--- src/rtl/hazard_ctrl.sv ---
// hazard_ctrl: scoreboard-based hazard detection, forwarding select,
// freeze and multi-cycle branch flush for the in-order pipeline.
module hazard_ctrl #(
    parameter int REG_W     = 4,
    parameter int STAGES    = 2,
    parameter bit FWD_EN    = 1'b1,
    parameter int FLUSH_CYC = 1
) (
    input  logic             clk,
    input  logic             rst,
    input  logic             id_valid,
    input  logic [REG_W-1:0] id_src1,
    input  logic             id_src1_used,
    input  logic [REG_W-1:0] id_src2,
    input  logic             id_src2_used,
    input  logic [REG_W-1:0] id_dest,
    input  logic             id_wb_en,
    input  logic             id_mem_r_en,
    input  logic             branch_taken,
    input  logic             stat_clr,
    output logic             freeze,
    output logic             flush,
    output logic [2:0]       fwd_sel1,
    output logic [2:0]       fwd_sel2,
    output logic [15:0]      stall_count
);

    logic [STAGES-1:0] r_sb_valid;
    logic [STAGES-1:0] r_sb_wb;
    logic [STAGES-1:0] r_sb_mr;
    logic [REG_W-1:0]  r_sb_dest [STAGES];
    logic [3:0]        r_flush_cnt;
    logic [15:0]       r_stall_cnt;

    logic [STAGES-1:0] w_m1;
    logic [STAGES-1:0] w_m2;
    logic              w_hazard;
    logic              w_issue;

    // Per-entry match of each ID source against in-flight destinations
    always_comb begin
        w_m1 = '0;
        w_m2 = '0;
        for (int k = 0; k < STAGES; k++) begin
            w_m1[k] = r_sb_valid[k] & r_sb_wb[k] & id_src1_used
                      & (r_sb_dest[k] == id_src1);
            w_m2[k] = r_sb_valid[k] & r_sb_wb[k] & id_src2_used
                      & (r_sb_dest[k] == id_src2);
        end
    end

    // Hazard: load-use only when forwarding, any match otherwise
    always_comb begin
        w_hazard = 1'b0;
        if (FWD_EN) begin
            w_hazard = (w_m1[0] | w_m2[0]) & r_sb_mr[0];
        end else begin
            w_hazard = |(w_m1 | w_m2);
        end
    end

    assign flush       = branch_taken | (r_flush_cnt != 4'd0);
    assign freeze      = id_valid & w_hazard & ~flush;
    assign w_issue     = id_valid & ~freeze & ~flush;
    assign stall_count = r_stall_cnt;

    // Forward from the youngest matching entry; scan oldest first
    always_comb begin
        fwd_sel1 = 3'd0;
        fwd_sel2 = 3'd0;
        if (FWD_EN) begin
            for (int k = STAGES - 1; k >= 0; k--) begin
                if (w_m1[k]) fwd_sel1 = 3'(k + 1);
                if (w_m2[k]) fwd_sel2 = 3'(k + 1);
            end
        end
    end

    // Scoreboard shift: new instruction or bubble enters entry 0
    always_ff @(posedge clk or negedge rst) begin
        if (!rst) begin
            r_sb_valid <= '0;
            r_sb_wb    <= '0;
            r_sb_mr    <= '0;
            for (int k = 0; k < STAGES; k++) begin
                r_sb_dest[k] <= '0;
            end
        end else begin
            for (int k = STAGES - 1; k >= 1; k--) begin
                r_sb_valid[k] <= r_sb_valid[k-1];
                r_sb_wb[k]    <= r_sb_wb[k-1];
                r_sb_mr[k]    <= r_sb_mr[k-1];
                r_sb_dest[k]  <= r_sb_dest[k-1];
            end
            r_sb_valid[0] <= w_issue;
            r_sb_wb[0]    <= w_issue & id_wb_en;
            r_sb_mr[0]    <= w_issue & id_mem_r_en;
            r_sb_dest[0]  <= id_dest;
        end
    end

    // Flush counter: a taken branch (re)loads, otherwise count down
    always_ff @(posedge clk or negedge rst) begin
        if (!rst) begin
            r_flush_cnt <= 4'd0;
        end else if (branch_taken) begin
            r_flush_cnt <= 4'(FLUSH_CYC - 1);
        end else if (r_flush_cnt != 4'd0) begin
            r_flush_cnt <= r_flush_cnt - 4'd1;
        end
    end

    // Saturating freeze-cycle counter; clear beats increment
    always_ff @(posedge clk or negedge rst) begin
        if (!rst) begin
            r_stall_cnt <= 16'd0;
        end else if (stat_clr) begin
            r_stall_cnt <= 16'd0;
        end else if (freeze && (r_stall_cnt != 16'hFFFF)) begin
            r_stall_cnt <= r_stall_cnt + 16'd1;
        end
    end

endmodule

--- config.mk ---
export PLATFORM = sky130hd
export DESIGN_NAME = hazard_ctrl
export DESIGN_NICKNAME = d
export VERILOG_FILES = /design/src/rtl/hazard_ctrl.sv
export SDC_FILE = /design/constraint.sdc
export NUM_CORES = 1
export LEC_CHECK = 0
export BUFFER_PORTS_ARGS = -buffer_cell sky130_fd_sc_hd__clkbuf_2
export CAP_MARGIN = 40
export CORE_UTILIZATION = 56
export DETAILED_ROUTE_END_ITERATION = 7
export PLACE_DENSITY_LB_ADDON = 0.1
export SETUP_SLACK_MARGIN = 0.3
export SLEW_MARGIN = 20
export SYNTH_ARGS = -nofsm -noshare
export SYNTH_HDL_FRONTEND = slang
export SYNTH_SLANG_ARGS = --single-unit
--- constraint.sdc ---
create_clock -name clk -period 4.67 [get_ports clk]
set_clock_uncertainty 0.15 [all_clocks]
set_input_delay 0.2335 -clock clk [delete_from_list [all_inputs] [get_ports clk]]
set_output_delay 0.2335 -clock clk [all_outputs]
set_load 0.01 [all_outputs]
# Word-level counts from Yosys, hierarchy flattened
# Index checks and enable logic that the tools add are counted.
totals:
  ff_bits: 33
  inputBits: 21
  out_inout_bits: 24
op_classes:
  addsub: 2
  n_eq_ne: 5
  mux: 8
  bitwise_logic: 21
  n_reduce_logical: 4
ops:
  columns: ["op", "n"]
  rows:
  - ["2-to-1 mux 16 bit", 2]
  - ["bitwise AND 1 bit", 17]
  - ["adder 16 x 1 -> 16 bit (second input constant)", 1]
  - ["equality test 4 bit", 4]
  - ["!= test 16 bit (second input constant)", 1]
  - ["2-to-1 mux 4 bit", 2]
  - ["2-to-1 mux 3 bit", 2]
  - ["2-to-1 mux 2 bit", 2]
  - ["nonzero test 2 bit", 2]
  - ["nonzero test 4 bit", 1]
  - ["subtractor 4 x 1 -> 4 bit (second input constant)", 1]
  - ["inverter 1 bit", 2]
  - ["bitwise OR 1 bit", 2]
  - ["logical AND 1 bit", 1]

# Longest topological paths before layout
# Gate-level depths: netlist of the first run.
logic_depth:
  word_depth: 11
  depth_mapped: 8
  ltp_nobuf: 7

# Worst setup path before layout of the first run
# Ideal clock, no wire load.
synth_path:
  path_type: "register to register"
  startpoint: "reg r_stall_cnt[0] (netlist: stall_count[0])"
  endpoint: "reg r_stall_cnt[1] (netlist: stall_count[1])"
  arrival_ns: 1.899
  required_ns: 4.388
  slack_ns: 2.490
  stages_incl_launch_ff: 9
  synth_period_minus_slack_ns: 2.180
  cell_sequence: "dfrtp_1 ha_1 nand2_1 nor4_1 nand2b_1 o211ai_1 buf_4 mux2i_1 nor2_1"
synth_via:
  elab_chain_cells: 3
synth_lines:
  columns: ["element", "line_no", "text"]
  rows:
  - ["from (decl)", "33", "logic [15:0] r_stall_cnt;"]
  - ["from (signal assigned)", "120", "r_stall_cnt <= r_stall_cnt + 16'd1;"]
  - ["adder 16 x 1 -> 16 bit or != test 16 bit (tied branches)", "120, 119", null]
  - ["2-to-1 mux 16 bit or logical AND 1 bit (tied branches)", "119", "end else if (freeze && (r_stall_cnt != 16'hFFFF)) begin"]
  - ["2-to-1 mux 16 bit or nonzero test 2 bit (tied branches)", null, null]
# Parallel ways exist; a longest one is shown, timed or not. The select of a mux whose other input is x is not followed.
# A chain may end at the register's enable or synchronous reset.

# Final worst setup path of the first run
layout_path:
  startpoint: "reg r_flush_cnt[0]"
  endpoint: "reg r_stall_cnt[9] (netlist: stall_count[9])"
layout_via:
  elab_chain_cells: 6
layout_lines:
  columns: ["element", "line_no", "text"]
  rows:
  - ["from (decl)", "32", "logic [3:0] r_flush_cnt;"]
  - ["from (signal assigned)", "107", "r_flush_cnt <= 4'(FLUSH_CYC - 1);"]
  - ["from (signal assigned)", "109", "r_flush_cnt <= r_flush_cnt - 4'd1;"]
  - ["nonzero test 4 bit", "62", "assign flush = branch_taken | (r_flush_cnt != 4'd0);"]
  - ["bitwise OR 1 bit", "62", null]
  - ["inverter 1 bit", "63", "assign freeze = id_valid & w_hazard & ~flush;"]
  - ["bitwise AND 1 bit", "63", null]
  - ["logical AND 1 bit", "119", null]
  - ["nonzero test 2 bit (no source line)", null, null]
# No other way between the ends.

==> out/results.ini, run 1 <==
[outcome]
outcome = finished, violations left
failed_checks = design-rule violations

[clocking]
cts_buffers = 5
cts_root_buf = clkbuf_4
cts_buffer_depth = 2
cts_tree = done
clkLatencyLatePin_ps = 330
clk_pin_slew_ps = 90
cts-resized-gates = 0
ctsHtreeMaxLevel = 2
clock-sinks = 33

[synth]
synthDistinctLibCells = 35
syn_area_sq_um = 1715
synthAdderAreaFrac_pct = 1.459
yosysSeqAreaShare_pct = 48.14
syn_inst = 168
ys_warn_count = 0
synth-seq-cells = 33
muxShareOfSynthArea_pct = 2.553
synth-compound-area-share_pct = 10.65
synth_top_family_by_area = simple AND/OR/NAND/NOR gates
syn_avg_cell_area_sq_um = 10.21
synth-simple-area-share_pct = 25.24
synth_xor_area_share_pct = 8.680

[worst_setup_path]
r2r_start = r_flush_cnt[0]$_DFFE_PN0N_
r2r_slack_ps = 2190
cp.required_ps = 4770
r2r_cells = 7
start_kind = flip-flop
path_max_fanout = 5
crit_arrival_ps = 2580
worstSetupPathType = flip-flop to flip-flop
r2r-end = stall_count[9]$_DFFE_PN0P_
crit_start = r_flush_cnt[0]$_DFFE_PN0N_
critPathCaptureType = flip-flop
crit_end = stall_count[9]$_DFFE_PN0P_

[global_routing]
antenna_found_initial = 0
grt_pass1_vias = 1351
grt_overflow = 0
gr-usage-all-layers_pct = 25.12
grt_pass1_wl_mm = 6.051
grt_max_degree = 34

[route]
viasPerCell = 5.839
first_iter_violations = 124
drt-total-wl_mm = 3.718
post-route-drc-count = 7
vias = 1483
avgRoutedWirePerCell_um = 14.64
firstDrtPassIters = 7
detail-route-antenna-nets = 0

[power_and_ir_drop]
vdd_drop_max_v = 0.0002314
leakagePower_nw = 0.9308
power.density_nw_per_um2 = 285.9

[timing]
relSlewSlack_pct = 60.36
fmax_mhz = 402.9
whs_ps = 182.2
timing.final.ws_setup_ps = 2188
rsz0062_at_grt = no
setup_viol = 0
worst_slew_pin_slew_ps = 589.2
fin_crit_sh_pct = 53.14
hold_viol_final = 0
fin_tns_setup_ps = 0
finalWorstPathRequiredPeriod_ps = 2482
final_max_slew_viol_count = 0

[place]
portBuffers = 42
place_congestion = 0.8072
hpwl_mm = 2.680
preCtsSetupSlack_ps = 2228

[die]
start_util_pct = 60.64
core.rowCount = 19
die_y_um = 57.35
die_area_sq_um = 3288
core_area_sq_um = 2829
io_pins = 45
fp.dieW_um = 57.35

[run]
max-cap-violations = 0

[hold_path]
hold_path.class = input pin to flip-flop

[layout]
nets = 246
layout_common_cells = clkbuf_2, dfrtp_1, a21oi_1, xnor2_1, nand3_1
postLayoutCoreUtil_pct = 74.52
fillers = 201
diodes = 0
drive_gt1_share_pct = 26.46
syn_to_final_growth_pct = 22.90
final_common_cell = clkbuf_2

==> per-layer routing <==
layer	track usage, %	vias up	part of all wire [%]
li1	-	720	-
met1	32.88	708	46
met2	37.71	44	47
met3	7.483	11	4.8
met4	13.24	0	2.3
met5	0	-	0
==> worst min-delay path by stage <==
stage / start / to / slack (ps) / cells after the start
floorplan: rst / r_flush_cnt[0]$_DFFE_PN0N_ / -210 / 0
global placement: id_dest[1] / r_sb_dest[5]$_DFF_PN0_ / 190 / 1
detailed placement: id_dest[2] / r_sb_dest[6]$_DFF_PN0_ / 200 / 1
CTS: stat_clr / stall_count[12]$_DFFE_PN0P_ / 170 / 2
global route: stat_clr / stall_count[3]$_DFFE_PN0P_ / 190 / 2
finish: stat_clr / stall_count[7]$_DFFE_PN0P_ / 180 / 2
==> what timing repair did <==
item	in CTS	in global routing
hold buffers	8	0
setup buffers	0	0
endpoints found under the hold margin	41	0
==> worst max-delay path: stages, from the launching register on <==
cell and delay, ps:
dfrtp_1 400, inv_1 70, ha_1 200, nor4b_2 370, and2_1 280, o2111ai_2 220
or4_1 530, a21oi_1 200
==> stage by stage <==
stage | area (sq um) | total power [mW] | std cells
2_1_floorplan | 1719 | 0.4033 | 169
3_3_place_gp | 1938 | 0.4325 | 237
3_5_place_dp | 1946 | 0.4394 | 238
4_1_cts | 2081 | 0.6083 | 253
5_1_grt | 2108 | 0.6401 | 254
6_report | 2108 | 0.6027 | 254
==> logic make-up (layout without fill, tap and decap cells) <==
group / Yosys count / count (layout)
simple gates: 69 / 69
other cells: 1 / 2
compound gates: 31 / 31
xor+xnor: 17 / 17
buf+inv: 11 / 65
flops: 33 / 33
mux: 4 / 4
fa+ha+maj: 2 / 2
==> power breakdown <==
| part | internal [mW] | switching (mW) | total [mW] | leakage, nW |
|---|---|---|---|---|
| combinational | 0.0530 | 0.0585 | 0.111 | 0.462 |
| sequential | 0.310 | 0.0212 | 0.331 | 0.438 |
| clock | 0.0710 | 0.0896 | 0.161 | 0.0314 |
| total | 0.433 | 0.169 | 0.603 | 0.931 |
==> sequential cells by signal, indices dropped and copies added, names as in the netlist <==
name,count
r_flush_cnt,4
r_sb_dest,8
r_sb_mr,1
r_sb_valid,2
r_sb_wb,2
stall_count,16
==> synthesized netlist by cell type, drive strengths merged <==
master	count	area, sq um
or3	10	65.06
o21a	1	7.510
nor2b	3	18.77
nand3	9	45.04
nor2	8	30.03
conb	1	3.750
nand2b	2	12.51
xnor2	10	87.58
and4b	1	10.01
o21ai	9	45.04
o211ai	1	7.510
nor4b	1	15.01
inv	6	22.52
nor3	5	25.02
o31ai	5	37.54
nor4	5	61.31
nand3b	2	15.01
or4	3	22.52
clkbuf	1	3.750
mux2i	1	10.01
dfrtp	33	825.8
and2	5	31.28
mux2	3	33.78
and3	3	18.77
nand2	5	18.77
buf	4	26.27
ha	2	25.02
xor2	7	61.31
nand4	7	43.79
a21oi	14	70.07
o2111ai	1	15.01
==> area by class of cell <==
cell class	count	area [sq um]	area share, %
Tap cell	31	38.79	1.840
Clock buffer	7	55.05	2.611
Inverter	6	22.52	1.068
Sequential cell	33	825.8	39.17
Multi-Input combinational cell	125	840.8	39.88
Timing Repair Buffer	52	325.3	15.43
Note: power is estimated with default switching activity, not from simulation.
==> run 2, diff against run 1 <==
--- a/config.mk
+++ b/config.mk
@@ -7,7 +7,7 @@
 export LEC_CHECK = 0
 export BUFFER_PORTS_ARGS = -buffer_cell sky130_fd_sc_hd__clkbuf_2
 export CAP_MARGIN = 40
-export CORE_UTILIZATION = 56
+export CORE_UTILIZATION = 52
 export DETAILED_ROUTE_END_ITERATION = 7
 export PLACE_DENSITY_LB_ADDON = 0.1
 export SETUP_SLACK_MARGIN = 0.3
==> constraint.sdc (replaced) <==
create_clock -name clk -period 2.4 [get_ports clk]
set_clock_uncertainty 0.15 [all_clocks]
set_input_delay 0.12 -clock clk [delete_from_list [all_inputs] [get_ports clk]]
set_output_delay 0.12 -clock clk [all_outputs]
set_load 0.01 [all_outputs]
==> out/results.ini, run 2 (synthesized netlist as in run 1, its figures left out) <==
[die]
core_area_sq_um = 3103
fp.dieW_um = 59.44
die_area_sq_um = 3533
start_util_pct = 55.28
io_pins = 45
core.rowCount = 20
die_y_um = 59.44

[worst_setup_path]
worstSetupPathType = flip-flop to flip-flop
r2r-end = stall_count[12]$_DFFE_PN0P_
cp.required_ps = 2540
r2r_start = r_flush_cnt[0]$_DFFE_PN0N_
r2r_slack_ps = 210
start_kind = flip-flop
critPathCaptureType = flip-flop
crit_arrival_ps = 2330
path_max_fanout = 7
r2r_cells = 8

[route]
avgRoutedWirePerCell_um = 16.32
viasPerCell = 5.680
first_iter_violations = 70
drt-total-wl_mm = 4.797
detail-route-antenna-nets = 0
vias = 1670
firstDrtPassIters = 4
post-route-drc-count = 0

[layout]
layout_common_cells = clkbuf_2, dfrtp_1, buf_4, a21oi_1
final_common_cell = clkbuf_2
nets = 272
postLayoutCoreUtil_pct = 81.29
syn_to_final_growth_pct = 47.05
largest_register_ffs = 16
diodes = 0
drive_gt1_share_pct = 43.60

[outcome]
outcome = finished clean

[global_routing]
grt_pass1_wl_mm = 6.582
grt_pass1_vias = 1521
gr-usage-all-layers_pct = 25.80
antenna_found_initial = 0
use_met3_pct = 7.642
use_met1_pct = 28.35
grt_max_degree = 34
grt-busiest-layer = met2
grt_overflow = 0
grtUsageMet2_pct = 45.43

[hold_path]
hold_path.class = input pin to flip-flop
holdPathEnd = stall_count[12]$_DFFE_PN0P_
whs_path_depth = 2
min_from = stat_clr

[timing]
fmax_mhz = 457.0
setup_viol = 0
finalWorstPathRequiredPeriod_ps = 2188
worst_slew_pin_slew_ps = 550.8
relSlewSlack_pct = 63.06
rsz0062_at_grt = yes
fin_tns_setup_ps = 0
final_max_slew_viol_count = 0
fin_crit_sh_pct = 91.18
whs_ps = 20.97
hold_viol_final = 0

[place]
hpwl_mm = 2.735
place_congestion = 0.7779
portBuffers = 42

[clocking]
cts_buffers = 5
cts_root_buf = clkbuf_4
clkLatencyLatePin_ps = 350
cts_tree = done
ctsHtreeMaxLevel = 2
cts_buffer_depth = 2
clk_pin_slew_ps = 120
clock-sinks = 33

[power_and_ir_drop]
vdd_drop_max_v = 0.0003606
leakagePower_nw = 1.125
power.density_nw_per_um2 = 558.9

[run]
max-cap-violations = 0

-- run 2: cell count changes in the layout (fill, tap and decap cells not counted), moves of 3 or more --
| cell | delta |
|---|---|
| xor2_2 | +4 |
| buf_4 | +20 |
| xor2_1 | -4 |
| nor4_1 | -3 |
| buf_6 | +5 |
| or3_4 | +3 |
-- run 2: power breakdown --
part,total [mW],switching (mW),internal [mW]
Combinational,0.323,0.151,0.172
Sequential,0.661,0.0588,0.602
Clock,0.426,0.205,0.220
Total,1.41,0.415,0.994
-- run 2: timing repair --
| action | in CTS | in global routing |
|---|---|---|
| setup buffers | 14 | 8 |
| hold buffers | 8 | 1 |
| gates cloned | 1 | 0 |
| pin swaps | 24 | 15 |
| endpoints found under the hold margin | 43 | 5 |
| setup endpoints to repair | 13 | 22 |
| resized for setup | 14 | 23 |
-- run 2: per-stage QoR --
step | cell area [sq um] | setup WS, ps | cells | power, mW
finish | 2522 | 211.7 | 294 | 1.410
floorplan | 1734 | 278.8 | 169 | 0.7975
global placement | 1992 | 122.9 | 253 | 0.8559
detailed placement | 1992 | 33.31 | 253 | 0.8689
global route | 2522 | 112.9 | 294 | 1.478
CTS | 2325 | 195.6 | 284 | 1.349
-- run 2: worst max-delay path, cell delays in order, from the launching register on --
cell      delay [ps]
dfrtp_1          430
inv_2             90
ha_4             140
nor4b_4          250
and3_4           250
o211ai_1         140
buf_4            200
or3_4            330
a21oi_2          140
-- run 2: worst max-delay path by stage --
stage                                     startpoint                          end  slack [ps]
after floorplan               r_sb_dest[7]$_DFF_PN0_  stall_count[10]$_DFFE_PN0P_         280
after global placement    r_flush_cnt[0]$_DFFE_PN0N_  stall_count[10]$_DFFE_PN0P_         120
after detailed placement  r_flush_cnt[0]$_DFFE_PN0N_  stall_count[10]$_DFFE_PN0P_          30
after CTS                     r_sb_dest[6]$_DFF_PN0_  stall_count[12]$_DFFE_PN0P_         200
after global routing      r_flush_cnt[0]$_DFFE_PN0N_  stall_count[15]$_DFFE_PN0P_         110
final                     r_flush_cnt[0]$_DFFE_PN0N_  stall_count[12]$_DFFE_PN0P_         210
-- run 2: area by class of cell --
class / instances / area (sq um)
Multi-Input combinational cell: 125 / 998.5
Clock buffer: 5 / 37.54
Timing Repair Buffer: 78 / 534.3
Tap cell: 44 / 55.05
Sequential cell: 33 / 828.3
Inverter: 6 / 22.52
Fill cell: 205 / 580.6
Clock inverter: 3 / 46.29
-- run 2: layer usage --
layer	routed length (um)	vias to the layer above
met1	1866	823
met2	2569	62
li1	-	771
met4	140	0
met5	0	-
met3	220	14
==> run 3, diff against run 2 <==
--- a/config.mk
+++ b/config.mk
@@ -5,13 +5,14 @@
 export SDC_FILE = /design/constraint.sdc
 export NUM_CORES = 1
 export LEC_CHECK = 0
+export ABC_AREA = 1
 export BUFFER_PORTS_ARGS = -buffer_cell sky130_fd_sc_hd__clkbuf_2
 export CAP_MARGIN = 40
-export CORE_UTILIZATION = 52
+export CORE_UTILIZATION = 54
 export DETAILED_ROUTE_END_ITERATION = 7
 export PLACE_DENSITY_LB_ADDON = 0.1
 export SETUP_SLACK_MARGIN = 0.3
-export SLEW_MARGIN = 20
+export SLEW_MARGIN = 30
 export SYNTH_ARGS = -nofsm -noshare
 export SYNTH_HDL_FRONTEND = slang
 export SYNTH_SLANG_ARGS = --single-unit
==> out/results.ini, run 3 <==
[worst_setup_path]
start_kind = flip-flop
crit_path_cell_trace = inv_1 > ha_2 > nand3_4 > nor3b_4 > nand2_1 > inv_2 > clkbuf_2
max_stage_delay_ps = 420
critPathCaptureType = output pin
crit_arrival_ps = 1740
cp_slowest_cell = dfrtp_1
cp.required_ps = 2130
path_max_fanout = 4
worstSetupPathType = flip-flop to output pin

[timing]
final_max_slew_viol_count = 0
fmax_mhz = 496.3
finalWorstPathRequiredPeriod_ps = 2015
worst_slew_pin_slew_ps = 512.8
fin_crit_sh_pct = 83.96
hold_viol_final = 0
relSlewSlack_pct = 65.60
rsz0062_at_grt = no
fin_tns_setup_ps = 0
setup_viol = 0

[die]
die_y_um = 62.35
io_pins = 45
core.rowCount = 21
die_area_sq_um = 3888
start_util_pct = 57.58
core_area_sq_um = 3416
fp.dieW_um = 62.35

[clocking]
cts_buffers = 5
cts_root_buf = clkbuf_4
cts_buffer_depth = 2
clk_pin_slew_ps = 110
clock-sinks = 33
clkLatencyLatePin_ps = 340
ctsHtreeMaxLevel = 2
cts_tree = done

[global_routing]
antenna_found_initial = 0
gr-usage-all-layers_pct = 22.83
grt_max_degree = 34
grt_pass1_wl_mm = 6.837
grt_pass1_vias = 1522
grt_overflow = 0

[power_and_ir_drop]
vdd_drop_max_v = 0.0004617
power.total_mw = 1.373
power.density_nw_per_um2 = 571.6
leakagePower_nw = 1.271

[synth]
synth-simple-area-share_pct = 36.96
synth-compound-area-share_pct = 1.972
synth_xor_area_share_pct = 8.906
yosysMostFrequentCell = nand2_1
synth_largest_area_cell = dfrtp_1
synthTopCellsByArea = dfrtp_1, nand2_1, nand3_1
yosysSeqAreaShare_pct = 41.98
syn_area_sq_um = 1967
synthFlopType = dfrtp_1
ys_warn_count = 0
synthAdderAreaFrac_pct = 1.272
syn_avg_cell_area_sq_um = 8.161
synthTopCellsByCount = nand2_1, dfrtp_1, nand3_1, inv_1, nor2_1
synth_edf_count = 0
muxShareOfSynthArea_pct = 0
synth-seq-cells = 33
synthDistinctLibCells = 30
async_reset_ff_share_pct = 100.0
synth_top_family_by_area = simple AND/OR/NAND/NOR gates
synth_top_area_share_pct = 41.98
syn_inst = 241

[layout]
fillers = 283
drive_gt1_share_pct = 29.63
multi_input_area_sq_um = 978.4
diodes = 0
syn_to_final_growth_pct = 22.07
nets = 320
final_common_cell = nand2_1
finalInstanceArea_sq_um = 2401
final_cells = 343
largest_register_ffs = 16
postLayoutCoreUtil_pct = 70.29
seqCellArea_sq_um = 825.8
layout_common_cells = nand2_1, clkbuf_2, dfrtp_1, nand3_1, inv_1

[route]
avgRoutedWirePerCell_um = 12.03
wl_met2_mm = 1.968
drt-total-wl_mm = 4.125
firstDrtPassIters = 4
first_iter_violations = 96
detail-route-antenna-nets = 0
vias = 1675
top_layer_used = met4
viasPerCell = 4.883
wl_met3_um = 170
wl_met1_mm = 1.936
post-route-drc-count = 0

[place]
place_area_sq_um = 2176
hpwl_mm = 2.907
place_congestion = 0.8495
portBuffers = 42
dp_cells = 322

[run]
max-cap-violations = 0

[outcome]
outcome = finished clean

[hold_path]
hold_path.class = input pin to async pin

run 3: changes by cell type in the layout (fill, tap and decap cells not counted), sizes merged, moves of 6 or more:
cell / change
nand2: +63
or3: -10
nor2: +21
buf: -23
a21oi: -12
nand3: +24
inv: +22
o21ai: -6
run 3: path summary, 6_finish.rpt:
check | start | to | slack [ps] | cells after the start
worst max-delay path | r_flush_cnt[0]$_DFFE_PN0N_ | freeze | 390 | 7
worst min-delay path | rst | r_sb_dest[0]$_DFF_PN0_ | 90 | 2
worst max register to register | r_flush_cnt[0]$_DFFE_PN0N_ | stall_count[3]$_DFFE_PN0P_ | 410 | 8
worst min register to register | r_sb_valid[0]$_DFF_PN0_ | r_sb_valid[1]$_DFF_PN0_ | 240 | 0
max in group asynchronous | rst | stall_count[1]$_DFFE_PN0P_ | 1550 | 3
min in group clk | stat_clr | stall_count[1]$_DFFE_PN0P_ | 130 | 4
run 3: what timing repair did:
action | CTS | global route
buffers inserted | 0 | 4
endpoints found under the hold margin | 42 | 0
gates resized for setup | 0 | 3
hold buffers | 9 | 0
setup endpoints to repair | 0 | 4
run 3: routing by layer:
metal,GRT usage (%),vias to the layer above
met5,0,-
met4,6.977,0
met3,5.515,7
met2,36.54,36
met1,30.66,773
li1,-,859
run 3: where the power goes:
part | internal [mW] | switching, mW
clock | 0.212 | 0.190
combinational | 0.152 | 0.164
sequential | 0.610 | 0.0453
total | 0.974 | 0.399
run 3: area by class of cell:
type | instances | share of cell area (%)
inverters | 29 | 4.534
multi-input cells | 172 | 40.75
flip-flops and latches | 33 | 34.39
repair buffers | 56 | 14.90
clock buffers | 5 | 1.563
well taps | 46 | 2.397
clock inverters | 2 | 1.459
run 3: per-stage QoR:
stage	hold WS [ps]	setup WS, ps
after global routing	133.7	293.3
after CTS	119.3	356.1
after global placement	79.52	466.2
after detailed placement	81.85	446.8
final	92.94	385.0
after floorplan	-325.6	661.4
run 3: kinds of logic after synthesis:
| family | count (synthesis) |
|---|---|
| adders and majority gates | 2 |
| and+or+nand+nor | 141 |
| xor gates and xnor gates | 20 |
| buffers and inverters | 37 |
| AOI/OAI and AO/OA | 7 |
| DFF | 33 |
| other | 1 |
run 3: worst max-delay path: cells and delay by family, from the launching register on:
family | cells | cell delay, ps
adder cells (fa/ha/maj) | 1 | 210
buffers and inverters | 3 | 270
flip-flops | 1 | 420
AND/OR/NAND/NOR | 3 | 510
